$ cat src/rtl/posit_add_pipe_es3.sv
// Three-stage pipelined adder for decoded posit (es=3) operands: compare/swap, align/add, normalize.
// Optional input register stage enabled by defining POSIT_ADD_PIPE_INPUT_REG_EN.
module posit_add_pipe_es3 #(
  parameter int ES = 3
) (
  input  logic        clk,
  input  logic        reset,
  input  logic [38:0] in1,
  input  logic [38:0] in2,
  input  logic        in_valid,
  output logic        in_ready,
  output logic [41:0] out,
  output logic        truncated,
  output logic        out_valid,
  input  logic        out_ready
);
  localparam int SW = ES + 6;

  logic        adv;
  logic [38:0] op_a, op_b;
  logic        op_valid;

`ifdef POSIT_ADD_PIPE_INPUT_REG_EN
  logic [38:0] in1_q, in1_d, in2_q, in2_d;
  logic        in_valid_q, in_valid_d;

  always_comb begin
    in1_d      = adv ? in1 : in1_q;
    in2_d      = adv ? in2 : in2_q;
    in_valid_d = adv ? in_valid : in_valid_q;
  end

  always_ff @(posedge clk) begin
    if (reset) begin
      in1_q      <= '0;
      in2_q      <= '0;
      in_valid_q <= 1'b0;
    end else begin
      in1_q      <= in1_d;
      in2_q      <= in2_d;
      in_valid_q <= in_valid_d;
    end
  end

  assign op_a     = in1_q;
  assign op_b     = in2_q;
  assign op_valid = in_valid_q;
`else
  assign op_a     = in1;
  assign op_b     = in2;
  assign op_valid = in_valid;
`endif

  // Stage registers
  logic          v1_q, v1_d, sgn1_q, sgn1_d, sub1_q, sub1_d, byp1_q, byp1_d;
  logic [SW-1:0] scale1_q, scale1_d;
  logic [26:0]   fl1_q, fl1_d, fs1_q, fs1_d;
  logic [4:0]    sh1_q, sh1_d;
  logic [41:0]   bypv1_q, bypv1_d;
  logic          v2_q, v2_d, sgn2_q, sgn2_d, sticky2_q, sticky2_d, byp2_q, byp2_d;
  logic [SW-1:0] scale2_q, scale2_d;
  logic [31:0]   sum2_q, sum2_d;
  logic [41:0]   bypv2_q, bypv2_d;
  logic          out_valid_q, out_valid_d, truncated_q, truncated_d;
  logic [41:0]   out_q, out_d;

  assign adv       = ~out_valid_q | out_ready;
  assign in_ready  = adv;
  assign out       = out_q;
  assign truncated = truncated_q;
  assign out_valid = out_valid_q;

  // S1: flipping the scale sign bit makes the {scale, fraction} key unsigned-comparable
  logic [35:0] key_a, key_b;
  logic        swap, byp;
  logic [36:0] lg, sm;
  logic [9:0]  diff;
  logic [41:0] byp_val;

  always_comb begin
    key_a   = {~op_a[37], op_a[36:2]};
    key_b   = {~op_b[37], op_b[36:2]};
    swap    = key_b > key_a;
    lg      = swap ? op_b[38:2] : op_a[38:2];
    sm      = swap ? op_a[38:2] : op_b[38:2];
    diff    = {lg[35], lg[35:27]} - {sm[35], sm[35:27]};
    byp     = 1'b1;
    byp_val = '0;
    if (op_a[1] | op_b[1])      byp_val = 42'd2;
    else if (op_a[0] & op_b[0]) byp_val = 42'd1;
    else if (op_a[0])           byp_val = {op_b[38:2], 3'b000, 2'b00};
    else if (op_b[0])           byp_val = {op_a[38:2], 3'b000, 2'b00};
    else                        byp     = 1'b0;

    v1_d     = adv ? op_valid : v1_q;
    sgn1_d   = adv ? lg[36] : sgn1_q;
    sub1_d   = adv ? (lg[36] ^ sm[36]) : sub1_q;
    scale1_d = adv ? lg[35:27] : scale1_q;
    fl1_d    = adv ? lg[26:0] : fl1_q;
    fs1_d    = adv ? sm[26:0] : fs1_q;
    sh1_d    = adv ? ((diff > 10'd31) ? 5'd31 : diff[4:0]) : sh1_q;
    byp1_d   = adv ? byp : byp1_q;
    bypv1_d  = adv ? byp_val : bypv1_q;
  end

  // S2: align the smaller mantissa and collect the bits shifted out as sticky
  logic [31:0] mant_l, mant_s, mant_sh, mask;
  logic        sticky;

  always_comb begin
    mant_l  = {2'b01, fl1_q, 3'b000};
    mant_s  = {2'b01, fs1_q, 3'b000};
    mant_sh = mant_s >> sh1_q;
    mask    = (32'd1 << sh1_q) - 32'd1;
    sticky  = |(mant_s & mask);

    v2_d      = adv ? v1_q : v2_q;
    sgn2_d    = adv ? sgn1_q : sgn2_q;
    scale2_d  = adv ? scale1_q : scale2_q;
    sum2_d    = adv ? (sub1_q ? mant_l - mant_sh : mant_l + mant_sh) : sum2_q;
    sticky2_d = adv ? sticky : sticky2_q;
    byp2_d    = adv ? byp1_q : byp2_q;
    bypv2_d   = adv ? bypv1_q : bypv2_q;
  end

  // S3: normalize so the leading one lands just above the 30-bit fraction field
  logic [4:0]         p;
  logic [30:0]        norm;
  logic signed [10:0] sc;
  logic [41:0]        res;
  logic               res_tr;

  always_comb begin
    p = '0;
    for (int i = 0; i < 32; i++) begin
      if (sum2_q[i]) p = 5'(i);
    end
    norm   = 31'(sum2_q << (5'd31 - p));
    sc     = $signed({{2{scale2_q[SW-1]}}, scale2_q}) + $signed({6'b0, p}) - 11'sd30;
    res    = {sgn2_q, sc[SW-1:0], norm[30:1], 2'b00};
    res_tr = norm[0] | sticky2_q;
    if (sc > 11'sd240) begin
      res    = {sgn2_q, 9'h0F0, 30'd0, 2'b00};
      res_tr = 1'b1;
    end else if (sc < -11'sd240) begin
      res    = {sgn2_q, 9'h110, 30'd0, 2'b00};
      res_tr = 1'b1;
    end
    if (sum2_q == 32'd0) begin
      res    = 42'd1;
      res_tr = 1'b0;
    end
    if (byp2_q) begin
      res    = bypv2_q;
      res_tr = 1'b0;
    end

    out_valid_d = adv ? v2_q : out_valid_q;
    out_d       = adv ? res : out_q;
    truncated_d = adv ? res_tr : truncated_q;
  end

  always_ff @(posedge clk) begin
    if (reset) begin
      v1_q <= 1'b0; sgn1_q <= 1'b0; sub1_q <= 1'b0; scale1_q <= '0;
      fl1_q <= '0; fs1_q <= '0; sh1_q <= '0; byp1_q <= 1'b0; bypv1_q <= '0;
      v2_q <= 1'b0; sgn2_q <= 1'b0; scale2_q <= '0; sum2_q <= '0;
      sticky2_q <= 1'b0; byp2_q <= 1'b0; bypv2_q <= '0;
      out_valid_q <= 1'b0; out_q <= '0; truncated_q <= 1'b0;
    end else begin
      v1_q <= v1_d; sgn1_q <= sgn1_d; sub1_q <= sub1_d; scale1_q <= scale1_d;
      fl1_q <= fl1_d; fs1_q <= fs1_d; sh1_q <= sh1_d; byp1_q <= byp1_d; bypv1_q <= bypv1_d;
      v2_q <= v2_d; sgn2_q <= sgn2_d; scale2_q <= scale2_d; sum2_q <= sum2_d;
      sticky2_q <= sticky2_d; byp2_q <= byp2_d; bypv2_q <= bypv2_d;
      out_valid_q <= out_valid_d; out_q <= out_d; truncated_q <= truncated_d;
    end
  end

endmodule
$ cat config.mk
export PLATFORM = sky130hd
export DESIGN_NAME = posit_add_pipe_es3
export DESIGN_NICKNAME = d
export VERILOG_FILES = /design/src/rtl/posit_add_pipe_es3.sv
export SDC_FILE = /design/constraint.sdc
export NUM_CORES = 1
export LEC_CHECK = 0
export CAP_MARGIN = 0
export CORE_MARGIN = 3
export CORE_UTILIZATION = 61
export DETAILED_ROUTE_END_ITERATION = 10
export PLACE_DENSITY_LB_ADDON = 0.25
export SYNTH_ARGS = -nofsm -noshare
export SYNTH_HDL_FRONTEND = slang
export SYNTH_SLANG_ARGS = --single-unit
$ cat constraint.sdc
create_clock -name clk -period 6.55 [get_ports clk]
set_clock_uncertainty 0.15 [all_clocks]
set_input_delay 0.655 -clock clk [delete_from_list [all_inputs] [get_ports clk]]
set_output_delay 0.655 -clock clk [all_outputs]
set_load 0.005 [all_outputs]
==> results.toml <==
[routing]
drt-total-wl_mm = 62.7
firstDrtPassIters = 6
drt_iter0_markers = 2438
ant_nets = 0
vias = 19600
via_per_inst = 6.75
wl_per_cell_um = 21.6
drc = 0

[timing]
final-max-slew-violation-count = 0
min_period_ps = 6060
hold_viol_final = 0
timing.fmax_mhz = 165
rsz0062_at_grt = "false"
relSlewSlack = 0.168
fin_ws_ps = 486
fin_tns_setup_ps = 0
tightestPinTransition_ps = 1240
setup_viol = 0
period_share = 0.926

[clock_tree]
htreeDepth = 1
cts_buffers = 25
cts.path.max_buffers = 3
tritoncts = "yes"
clock-sinks = 239
clockRootBuffer = "clkbuf_16"
ctsHoldBuffers = 0
clk-insertion-delay-late_ps = 530
clkTransAtPathRegs_ps = 60

[worst_setup_path]
critical-path-top-cell-by-count = "inv_1"
worst-setup-path-type = "reg2reg"
end_kind = "register"
cp_max_fo = 12
r2r-start = "sum2_q[2]$_SDFFE_PP0P_"
critPathArrivalTime_ps = 6280
path_cells = "nor2_1 > o31ai_1 > a211oi_1 > o311ai_1 > nand4b_1 > buf_4 > nand2_1 > inv_1 > ha_1 > inv_1 > ha_1 > inv_1 > fa_1 > nor2b_1 > o21ai_0 > a21boi_1 > o32ai_1 > or2_2 > o32ai_1 > o21ai_1 > and2_1 > and3_1 > a2111oi_0 > a211oi_1"
crit_path_start_kind = "register"
required_ps = 6770
startpoint = "sum2_q[2]$_SDFFE_PP0P_"
cp_slowest_cell = "a2111oi_0"
max_stage_delay_ps = 460

[place]
place_ws_ps = 373
dpl.hpwl_mm = 46.9
gp_congestion = 1.04
dpl_cell_area_um2 = 19800
io_buffers = 126

[synth]
synth_nets = 2686
netlist_instances = 2497
async_flop_share = 0
synth_flop_cell = "dfxtp_1"
synthSimpleGateAreaFrac = 0.212
synthAdderAreaFrac = 0.0732
netlist_area_um2 = 18500
synth-seq-cells = 239
yosys.cell_types.count = 93
synth_top_family_by_area = "compound AO/OA/AOI/OAI gates"
synth_xor_area_frac = 0.0142
synthMuxAreaShare = 0.0758
synth_warnings = 0
synth_compound_area_frac = 0.296
avgSynthCellArea_um2 = 7.41
ys_seq_area_frac = 0.259
synth_edf_count = 0

[floorplanning]
die_w_um = 180
die-area_um2 = 32500
dieHeight_um = 180
core-area_um2 = 29800
io_pins = 127
start_util = 0.621
row_count = 63

[global_route]
grt_max_degree = 158
grt_pass1_wl_mm = 99.0
grtUsageTotal = 0.368
grt_antenna_before_repair = 0
overflow = 0
grt_pass1_vias = 17900

[power]
p_leak_nw = 8.60
power_density_nw_per_um2 = 299
power.total_mw = 6.18
ir_worst_vdd_mv = 0.241

[hold_path]
hp-class = "reg2reg"
holdCritStartpoint = "bypv2_q[10]$_SDFFE_PP0P_"

[outcome]
status = "finished clean"

[cells_and_area]
drive_gt1_frac = 0.0700
final_util = 0.693
final_net_count = 2685
area_delta_synth_final_pct = 11.5
n_antenna_cell = 0
final_area_um2 = 20600

[flow_run]
cap_viol_max_count = 0
-- cell usage in the layout, fill, tap and decap left out, types with 26 or more instances in the layout --
master,synthesis,routed
nor3_1,57,57
a21oi_1,211,210
inv_1,132,132
nand2_1,347,347
buf_4,1,38
mux2i_1,76,76
a311oi_1,70,70
a31oi_1,26,26
a22o_1,40,40
a211oi_1,47,47
nand3_1,32,32
nor2_1,305,305
ha_1,105,105
mux2_2,31,31
o21ai_0,76,76
a221oi_1,30,30
clkdlybuf4s50_1,0,125
o211ai_1,27,27
a22oi_1,45,45
dfxtp_1,239,238
-- kinds of logic (layout without fill, tap and decap cells) --
group / after synthesis / in the layout
fa+ha+maj: 107 / 107
mux: 120 / 120
simple gates: 898 / 898
buf+inv: 331 / 347
compound gates: 772 / 772
flops: 239 / 239
xor+xnor: 30 / 30
-- power by group --
part	internal [mW]	leakage (nW)	switching (mW)	total [mW]
Combinational	1.17	6.23	1.72	2.90
Clock	0.839	0.409	0.593	1.43
Sequential	1.63	1.96	0.222	1.85
-- cell type report --
class | count | area (um^2)
Fill cell | 2489 | 9160
Timing Repair Buffer | 165 | 1570
Tap cell | 390 | 488
Clock buffer | 33 | 706
Clock inverter | 11 | 123
Inverter | 138 | 526
Sequential cell | 239 | 4790
Multi-Input combinational cell | 1927 | 12400
-- final timing paths --
| kind | to | slack, ps | cells after the start |
|---|---|---|---|
| worst max-delay path | out[27]$_SDFFE_PP0P_ | 490 | 24 |
| worst max register to register | out[27]$_SDFFE_PP0P_ | 490 | 24 |
| worst min-delay path | bypv2_q[10]$_SDFFE_PP0P_ | 300 | 2 |
| worst min register to register | bypv2_q[10]$_SDFFE_PP0P_ | 300 | 2 |
-- state kept, by name, summed over array words and instances (netlist names), 5 cells and up --
| signal | flops |
|---|---|
| out | 42 |
| sum2_q | 32 |
| bypv1_q | 39 |
| fl1_q | 27 |
| scale1_q | 9 |
| fs1_q | 27 |
| scale2_q | 9 |
| bypv2_q | 39 |
| sh1_q | 5 |
-- metal layers --
metal,vias to the layer above,GRT usage,part of all wire
li1,9103,-,-
met1,9226,0.511,0.42
met2,1100,0.586,0.45
met3,166,0.0618,0.10
met4,0,0.117,0.037
met5,-,0,0
-- synth_stat cells (17+ instances only) --
cell type	n	area, um^2
a31oi_1	26	163
a221oi_1	30	263
inv_1	132	495
a211oi_1	47	353
buf_1	23	86.3
nand3_1	32	160
xnor2_1	25	219
clkbuf_1	149	559
a21oi_1	211	1060
mux2i_1	76	761
nand2b_1	17	106
ha_1	105	1310
a311oi_1	70	613
and3_1	20	125
o211ai_1	27	203
a22oi_1	45	338
o31ai_1	21	158
a21o_1	19	143
o21ai_0	76	380
mux2_2	31	349
nor3_1	57	285
a22o_1	40	350
dfxtp_1	239	4780
nand4_1	20	125
nor2_1	305	1140
nor4_1	19	119
nand2_1	347	1300
-- metrics by stage --
step                      std cells  hold WS [ps]
final                          2903           303
after global routing           2903           321
after CTS                      2903           305
after detailed placement       2859           295
after global placement         2859           289
after floorplan                2497           278
-- critical path, delay by kind of cell, from the launching register on --
| family | cells | cell delay (ps) |
|---|---|---|
| buf+inv | 4 | 540 |
| fa+ha+maj | 3 | 900 |
| simple gates | 7 | 1340 |
| flops | 1 | 390 |
| compound gates | 10 | 2590 |
-- repair_timing --
action | in CTS | in global routing
setup buffers | 0 | 0
endpoints found under the hold margin | 0 | 0
setup endpoints to repair | 0 | 10
resized for setup | 0 | 2
(Power assumes the default switching activity.)
